<file path="src/rtl/seal_pkg.sv">
// seal_pkg: shared FSM states, record geometry, register map and STATUS bit positions
package seal_pkg;
    typedef enum logic [2:0] {
        S_IDLE  = 3'd0,
        S_INIT  = 3'd1,
        S_FEED  = 3'd2,
        S_WAIT  = 3'd3,
        S_CHECK = 3'd4
    } state_t;

    localparam int REC_BYTES = 9;

    localparam logic [1:0] WA_PAYLOAD = 2'd0;
    localparam logic [1:0] WA_MONO    = 2'd1;
    localparam logic [1:0] WA_TAG     = 2'd2;
    localparam logic [1:0] WA_CTRL    = 2'd3;

    localparam logic [1:0] RA_STATUS    = 2'd0;
    localparam logic [1:0] RA_LAST_MONO = 2'd1;
    localparam logic [1:0] RA_SESSION   = 2'd2;

    localparam int ST_BUSY     = 0;
    localparam int ST_DONE     = 1;
    localparam int ST_PASS     = 2;
    localparam int ST_CRC_ERR  = 3;
    localparam int ST_REPLAY   = 4;
    localparam int ST_SESSION  = 5;
    localparam int ST_DROPPED  = 6;
    localparam int ST_HISTORY  = 7;
endpackage

</file>
<file path="src/rtl/seal_verifier_if.sv">
// seal_verifier_if: peripheral bus, shared CRC engine port and verdict outputs
interface seal_verifier_if;
    logic        wr_en;
    logic [1:0]  wr_addr;
    logic [31:0] wr_data;
    logic [1:0]  rd_addr;
    logic [31:0] rd_data;
    logic        crc_init;
    logic [7:0]  crc_byte;
    logic        crc_feed;
    logic        crc_busy;
    logic [15:0] crc_value;
    logic        verdict_valid;
    logic        verdict_pass;

    modport slave (
        input  wr_en, wr_addr, wr_data, rd_addr, crc_busy, crc_value,
        output rd_data, crc_init, crc_byte, crc_feed, verdict_valid, verdict_pass
    );
    modport master (
        output wr_en, wr_addr, wr_data, rd_addr, crc_busy, crc_value,
        input  rd_data, crc_init, crc_byte, crc_feed, verdict_valid, verdict_pass
    );
endinterface

</file>
<file path="src/rtl/seal_record_shifter.sv">
// seal_record_shifter: record snapshot presented MSB byte first, with remaining-byte count
module seal_record_shifter
    import seal_pkg::*;
(
    input  logic                   clk,
    input  logic                   rst_n,
    input  logic                   load,
    input  logic                   shift,
    input  logic [REC_BYTES*8-1:0] din,
    output logic [7:0]             cur_byte,
    output logic                   last
);
    logic [REC_BYTES*8-1:0] sr;
    logic [3:0]             cnt;

    always_ff @(posedge clk or negedge rst_n) begin
        if (!rst_n) begin
            sr  <= '0;
            cnt <= '0;
        end else if (load) begin
            sr  <= din;
            cnt <= 4'(REC_BYTES);
        end else if (shift) begin
            sr  <= {sr[REC_BYTES*8-9:0], 8'h00};
            cnt <= cnt - 4'd1;
        end
    end

    assign cur_byte = sr[REC_BYTES*8-1 -: 8];
    assign last     = cnt == 4'd1;
endmodule

</file>
<file path="src/rtl/seal_verifier.sv">
// seal_verifier: recomputes a sealed record's CRC16 and checks CRC, monotonic count and session binding
module seal_verifier
    import seal_pkg::*;
#(
    parameter int PASS_CTR_W = 16,
    parameter int FAIL_CTR_W = 8
) (
    input logic           clk,
    input logic           rst_n,
    seal_verifier_if.slave bus
);
    state_t                state, state_nx;
    logic [31:0]           payload, mono, last_mono, status;
    logic [23:0]           tag;
    logic [15:0]           crc_q;
    logic [7:0]            bound_session, sh_byte;
    logic [2:0]            err, err_q, err_now;
    logic                  bound, hist, done, pass, vp_q, start_dropped, last_fed, sh_last;
    logic                  idle, ctrl_wr, start, clear, feed, finish;
    logic [PASS_CTR_W-1:0] pass_cnt;
    logic [FAIL_CTR_W-1:0] fail_cnt;

    assign idle    = state == S_IDLE;
    assign ctrl_wr = bus.wr_en && bus.wr_addr == WA_CTRL;
    assign start   = ctrl_wr && bus.wr_data[0];
    assign clear   = ctrl_wr && bus.wr_data[1];
    assign feed    = state == S_FEED && !bus.crc_busy;
    assign finish  = state == S_WAIT && !bus.crc_busy && last_fed;
    // {session, replay, crc}; sampled when the last byte has settled in the engine
    assign err_now = {bound && tag[23:16] != bound_session,
                      hist && mono <= last_mono,
                      bus.crc_value != tag[15:0]};

    always_comb
        state_nx = idle            ? (start ? S_INIT : S_IDLE) :
                   state == S_INIT ? S_FEED :
                   state == S_FEED ? (bus.crc_busy ? S_FEED : S_WAIT) :
                   state == S_WAIT ? (bus.crc_busy ? S_WAIT : last_fed ? S_CHECK : S_FEED) :
                   S_IDLE;

    seal_record_shifter u_shift (
        .clk      (clk),
        .rst_n    (rst_n),
        .load     (idle && start),
        .shift    (feed),
        .din      ({payload, mono, tag[23:16]}),
        .cur_byte (sh_byte),
        .last     (sh_last)
    );

    always_ff @(posedge clk or negedge rst_n) begin
        if (!rst_n) begin
            state         <= S_IDLE;
            payload       <= '0;
            mono          <= '0;
            tag           <= '0;
            last_mono     <= '0;
            crc_q         <= '0;
            bound_session <= '0;
            err           <= '0;
            err_q         <= '0;
            bound         <= 1'b0;
            hist          <= 1'b0;
            done          <= 1'b0;
            pass          <= 1'b0;
            vp_q          <= 1'b0;
            start_dropped <= 1'b0;
            last_fed      <= 1'b0;
            pass_cnt      <= '0;
            fail_cnt      <= '0;
        end else begin
            state <= state_nx;
            if (idle && bus.wr_en && bus.wr_addr == WA_PAYLOAD) payload <= bus.wr_data;
            if (idle && bus.wr_en && bus.wr_addr == WA_MONO) mono <= bus.wr_data;
            if (idle && bus.wr_en && bus.wr_addr == WA_TAG) tag <= bus.wr_data[23:0];
            if (idle && clear) begin
                hist      <= 1'b0;
                last_mono <= '0;
                bound     <= 1'b0;
            end
            if (idle && start) begin
                done <= 1'b0;
                pass <= 1'b0;
                err  <= '0;
            end
            if (!idle && start) start_dropped <= 1'b1;
            if (feed) last_fed <= sh_last;
            if (finish) begin
                err_q <= err_now;
                vp_q  <= ~|err_now;
                crc_q <= bus.crc_value;
            end
            if (state == S_CHECK) begin
                done <= 1'b1;
                pass <= vp_q;
                err  <= err_q;
                if (vp_q) begin
                    last_mono <= mono;
                    hist      <= 1'b1;
                    bound     <= 1'b1;
                    if (!bound) bound_session <= tag[23:16];
                    pass_cnt  <= pass_cnt + PASS_CTR_W'(~&pass_cnt);
                end else begin
                    fail_cnt  <= fail_cnt + FAIL_CTR_W'(~&fail_cnt);
                end
            end
        end
    end

    always_comb begin
        status              = '0;
        status[ST_BUSY]     = !idle;
        status[ST_DONE]     = done;
        status[ST_PASS]     = pass;
        status[ST_CRC_ERR]  = err[0];
        status[ST_REPLAY]   = err[1];
        status[ST_SESSION]  = err[2];
        status[ST_DROPPED]  = start_dropped;
        status[ST_HISTORY]  = hist;
        status[15:8]        = 8'(fail_cnt);
        status[31:16]       = 16'(pass_cnt);
    end

    assign bus.rd_data       = bus.rd_addr == RA_STATUS    ? status :
                               bus.rd_addr == RA_LAST_MONO ? last_mono :
                               bus.rd_addr == RA_SESSION   ? {8'h00, bound_session, crc_q} : '0;
    assign bus.crc_init      = state == S_INIT;
    assign bus.crc_feed      = feed;
    assign bus.crc_byte      = sh_byte;
    assign bus.verdict_valid = state == S_CHECK;
    assign bus.verdict_pass  = vp_q;
endmodule

</file>
<file path="src/flat_wrapper.sv">
// flat-port wrapper written by rule: the top's interface ports become plain ports
module seal_verifier_flat import seal_pkg::*;
#(
    parameter int PASS_CTR_W = 16,
    parameter int FAIL_CTR_W = 8
)
  (clk, rst_n, bus_wr_en, bus_wr_addr, bus_wr_data, bus_rd_addr, bus_crc_busy, bus_crc_value, bus_rd_data, bus_crc_init, bus_crc_byte, bus_crc_feed, bus_verdict_valid, bus_verdict_pass);
  seal_verifier_if bus_i ();
  input logic clk;
  input logic rst_n;
  input wire logic [$bits(bus_i.wr_en)-1:0] bus_wr_en;
  input wire logic [$bits(bus_i.wr_addr)-1:0] bus_wr_addr;
  input wire logic [$bits(bus_i.wr_data)-1:0] bus_wr_data;
  input wire logic [$bits(bus_i.rd_addr)-1:0] bus_rd_addr;
  input wire logic [$bits(bus_i.crc_busy)-1:0] bus_crc_busy;
  input wire logic [$bits(bus_i.crc_value)-1:0] bus_crc_value;
  output wire logic [$bits(bus_i.rd_data)-1:0] bus_rd_data;
  output wire logic [$bits(bus_i.crc_init)-1:0] bus_crc_init;
  output wire logic [$bits(bus_i.crc_byte)-1:0] bus_crc_byte;
  output wire logic [$bits(bus_i.crc_feed)-1:0] bus_crc_feed;
  output wire logic [$bits(bus_i.verdict_valid)-1:0] bus_verdict_valid;
  output wire logic [$bits(bus_i.verdict_pass)-1:0] bus_verdict_pass;
  assign bus_i.wr_en = bus_wr_en;
  assign bus_i.wr_addr = bus_wr_addr;
  assign bus_i.wr_data = bus_wr_data;
  assign bus_i.rd_addr = bus_rd_addr;
  assign bus_i.crc_busy = bus_crc_busy;
  assign bus_i.crc_value = bus_crc_value;
  assign bus_rd_data = bus_i.rd_data;
  assign bus_crc_init = bus_i.crc_init;
  assign bus_crc_byte = bus_i.crc_byte;
  assign bus_crc_feed = bus_i.crc_feed;
  assign bus_verdict_valid = bus_i.verdict_valid;
  assign bus_verdict_pass = bus_i.verdict_pass;
  seal_verifier #(.PASS_CTR_W(PASS_CTR_W), .FAIL_CTR_W(FAIL_CTR_W)) u_core (.clk(clk), .rst_n(rst_n), .bus(bus_i));
endmodule
</file>
<file path="config.mk">
export PLATFORM = sky130hd
export DESIGN_NAME = seal_verifier_flat
export DESIGN_NICKNAME = d
export VERILOG_FILES = /design/src/rtl/seal_pkg.sv /design/src/rtl/seal_verifier_if.sv /design/src/rtl/seal_record_shifter.sv /design/src/rtl/seal_verifier.sv /design/src/flat_wrapper.sv
export SDC_FILE = /design/constraint.sdc
export NUM_CORES = 1
export LEC_CHECK = 0
export BUFFER_PORTS_ARGS = -buffer_cell sky130_fd_sc_hd__buf_2
export CAP_MARGIN = 40
export CORE_MARGIN = 3
export CORE_UTILIZATION = 60
export CTS_CLUSTER_SIZE = 30
export DETAILED_ROUTE_END_ITERATION = 7
export GPL_ROUTABILITY_DRIVEN = 0
export PLACE_DENSITY = 0.8
export RECOVER_POWER = 100
export REMOVE_ABC_BUFFERS = 1
export SLEW_MARGIN = 5
export SYNTH_ARGS = -nofsm -noshare
export SYNTH_HDL_FRONTEND = slang
export SYNTH_SLANG_ARGS = --single-unit
</file>
<file path="constraint.sdc">
create_clock -name clk -period 2.8 [get_ports clk]
set_input_delay 0.42 -clock clk [delete_from_list [all_inputs] [get_ports clk]]
set_output_delay 0.42 -clock clk [all_outputs]
set_load 0.01 [all_outputs]
</file>
==> flow_metrics.env <==
export IMPL_syn_to_final_growth_pct=11.7
export IMPL_initialDrtViolationCount=604
export IMPL_overflow=0
export IMPL_yosys_warnings=0
export IMPL_ctsHtreeMaxLevel=1
export IMPL_dieArea_mm2=0.0221
export IMPL_via_count=8882
export IMPL_min_path_type="input port to flop"
export IMPL_initial_utilization_pct=62.0
export IMPL_violations="capacitance limit, slew limit"
export IMPL_period_minus_slack_ns=2.56
export IMPL_netlist_instances=1100
export IMPL_clockBufferDepth=3
export IMPL_timing_hold_violations_final=0
export IMPL_critical_path_cell_list="nor2_1 > nand2_1 > clkinvlp_2 > and2_2 > clkbuf_2 > o31ai_1"
export IMPL_worstMarginPinSlew_ns=1.95
export IMPL_syn_cell_area_mm2=0.0122
export IMPL_maxSlewViolCount=84
export IMPL_dr_pass1_iters=7
export IMPL_detail_route_antenna_nets=0
export IMPL_overall_global_routing_usage_pct=28.2
export IMPL_clock_root_buffer="sky130_fd_sc_hd__clkbuf_16"
export IMPL_global_route_wire_length_before_repair_mm=49.6
export IMPL_finalHoldWorstSlack_ns=0.116
export IMPL_tritoncts="built"
export IMPL_max_slew_margin_rel_pct=-29.7
export IMPL_maximum_number_of_pins_on_one_net_before_global_route_repair=85
export IMPL_grt_antenna_before_repair=0
export IMPL_nets=1283
export IMPL_peakVddDrop_mv=0.507
export IMPL_synth_edff_count=0
export IMPL_maxCapViolations=1
export IMPL_clock_latency_ns=0.54
export IMPL_worstPathRequired_ns=3.23
export IMPL_port_buffer_count=99
export IMPL_yosys_cell_types_count=49
export IMPL_synth_cells_most_frequent="sky130_fd_sc_hd__dfrtp_1 (260), sky130_fd_sc_hd__nand2_1 (243), sky130_fd_sc_hd__mux2_2 (65), sky130_fd_sc_hd__a22oi_1 (64), sky130_fd_sc_hd__inv_1 (40)"
export IMPL_num_antenna_cells=0
export IMPL_path_class="flop to flop"
export IMPL_placeableCoreArea_mm2=0.0197
export IMPL_number_of_top_level_pins=100
export IMPL_post_route_period_util_pct=91.3
export IMPL_worst_endpoint_arrival_ns=2.98
export IMPL_die_height_um=149
export IMPL_fp_dieW_um=149
export IMPL_cp_end_kind="flop"
export IMPL_drt_drc_violations_left=0
export IMPL_synthMostInstantiatedCell="sky130_fd_sc_hd__dfrtp_1"
export IMPL_via_count_of_the_first_global_routing_pass=9210
export IMPL_timing_critical_path_slowest_cell_delay_ns=0.47
export IMPL_yosysSeqAreaShare_pct=53.2
export IMPL_report_final_setup_viol=0
export IMPL_totalNegativeSetupSlack_ns=0
export IMPL_path_clk_slew_ns=0.06
export IMPL_post_dp_hpwl_mm=20.4
export IMPL_leakagePower_nw=7.12
export IMPL_yosys_top_cells_area="sky130_fd_sc_hd__dfrtp_1 (53%), sky130_fd_sc_hd__nand2_1 (7.5%), sky130_fd_sc_hd__mux2_2 (6.0%)"
export IMPL_finalWirelength_mm=30.7
export IMPL_slowest_stage="sky130_fd_sc_hd__dfrtp_1"
export IMPL_postCtsSetupBuffers=0
export IMPL_layout_drive_gt1_share_pct=16.9
export IMPL_postSynthRegisterBits=260
export IMPL_synth_avg_cell_area_um2=11.1
export IMPL_power_per_cell_area_mw_per_mm2=741
export IMPL_drt_wirelength_per_cell_um=20.8
export IMPL_num_rows=51
export IMPL_critical_path_startpoint_type="flop"
export IMPL_ys_async_sr_fraction_pct=100
export IMPL_numCtsBuffers=27
export IMPL_critical_path_max_fanout=26
export IMPL_outcome="finished, violations left"
export IMPL_rsz0062_at_grt="no"
export IMPL_fmax_mhz=391
export IMPL_synthDominantCellAreaShare_pct=53.2
export IMPL_clock_sinks=260
export IMPL_postSynth_topFlopCell="sky130_fd_sc_hd__dfrtp_1"
export IMPL_routed_via_density=6.02
export IMPL_yosys_area_top_type="sky130_fd_sc_hd__dfrtp_1"
export IMPL_skew_ns=0.0117
[cell usage in the layout, fill, tap and decap left out, drive strengths merged, types with 2 or more instances in the layout]
cell,netlist,final
a211oi,2,2
a21o,6,6
a21oi,16,16
a22oi,64,64
and2,2,2
and3,3,3
and3b,2,2
buf,52,73
bufinv,0,4
clkbuf,12,86
clkinv,0,6
clkinvlp,0,3
dfrtp,260,260
ha,38,38
inv,42,43
mux2,115,115
mux2i,32,32
nand2,245,245
nand3,25,25
nand4,14,14
nor2,31,31
nor3,5,5
nor4,8,8
o21ai,32,32
o31ai,31,31
or3,2,2
xnor2,21,21
xor2,27,27
[through the flow]
step / instances / setup slack (ns) / total power [mW] / util (%) / cell area (um^2)
finish: 1475 / 0.244 / 10.1 / 69.3 / 13700
global route: 1475 / 0.131 / 10.5 / 69.3 / 13700
CTS: 1475 / 0.314 / 10.2 / 70.5 / 13900
detailed placement: 1424 / 0.634 / 6.42 / 65.7 / 12900
global placement: 1424 / 0.738 / 6.33 / 65.7 / 12900
floorplan: 1036 / -0.367 / 5.63 / - / 11800
[sequential cells by signal (all words and copies together), names as in the netlist]
name	flops
u_core.hist	1
u_core.u_shift.cnt	4
u_core.mono	32
u_core.last_fed	1
u_core.start_dropped	1
u_core.fail_cnt	8
u_core.last_mono	32
u_core.tag	24
u_core.state	3
u_core.done	1
u_core.crc_q	16
u_core.payload	32
u_core.pass	1
u_core.u_shift.sr	72
u_core.err_q	3
u_core.bound	1
u_core.pass_cnt	16
u_core.err	3
u_core.bound_session	8
u_core.bus.verdict_pass	1
[worst paths after layout]
| path | startpoint | to | slack, ns | cells past startpoint |
|---|---|---|---|---|
| max | u_core.state[0] | u_core.last_mono[13] | 0.24 | 6 |
| min | bus_wr_data[26] | u_core.mono[26] | 0.12 | 2 |
| max reg2reg | u_core.state[0] | u_core.last_mono[13] | 0.24 | 6 |
| min reg2reg | u_core.u_shift.sr[68] | u_core.u_shift.sr[68] | 0.47 | 2 |
| max in group asynchronous | rst_n | u_core.last_mono[18] | 0.51 | 3 |
| min in group asynchronous | rst_n | u_core.payload[5] | 0.95 | 2 |
[logic make-up (layout without fill, tap and decap cells)]
family | after synthesis | in the layout | share of synthesized area [%]
XOR/XNOR | 48 | 48 | 3.44
AND/OR/NAND/NOR | 342 | 342 | 12.0
flip-flops | 260 | 260 | 53.2
buffers and inverters | 106 | 216 | 4.51
multiplexers | 147 | 147 | 14.1
AO/OA/AOI/OAI | 159 | 159 | 8.82
adder cells (fa/ha/maj) | 38 | 38 | 3.89
[worst max-delay path, delay by kind of cell, from the launching register on]
family	cells	cell delay (ns)
AO/OA/AOI/OAI	1	0.37
AND/OR/NAND/NOR	3	0.86
flip-flops	1	0.47
buffers and inverters	2	0.73
[where the power goes]
part	leakage (nW)	internal (mW)	total (mW)	switching, mW
Clock	0.463	2.28	3.80	1.52
Combinational	3.27	0.662	1.70	1.03
Sequential	3.38	4.23	4.62	0.390
Total	7.12	7.17	10.1	2.94
[layer usage]
| layer | routed length [um] | part of all wire [%] | GRT usage, % | vias up |
|---|---|---|---|---|
| li1 | - | - | - | 3973 |
| met1 | 13100 | 43 | 39.0 | 4526 |
| met2 | 14900 | 48 | 46.9 | 315 |
| met3 | 1760 | 5.7 | 3.89 | 68 |
| met4 | 942 | 3.1 | 8.65 | 0 |
| met5 | 0 | 0 | 0 | - |
[final cells by class]
class,count,area [um^2]
Timing Repair Buffer,124,659
Sequential cell,260,6510
Multi-Input combinational cell,734,5060
Tap cell,265,332
Clock inverter,14,183
Inverter,42,159
Clock buffer,36,759
Fill cell,1456,6060
[what timing repair did]
item                                   4_1_cts  5_1_grt
endpoints found under the hold margin       78        0
gates resized for setup                      0        0
hold buffers                                 1        0
Note: power is estimated with default switching activity, not from simulation.
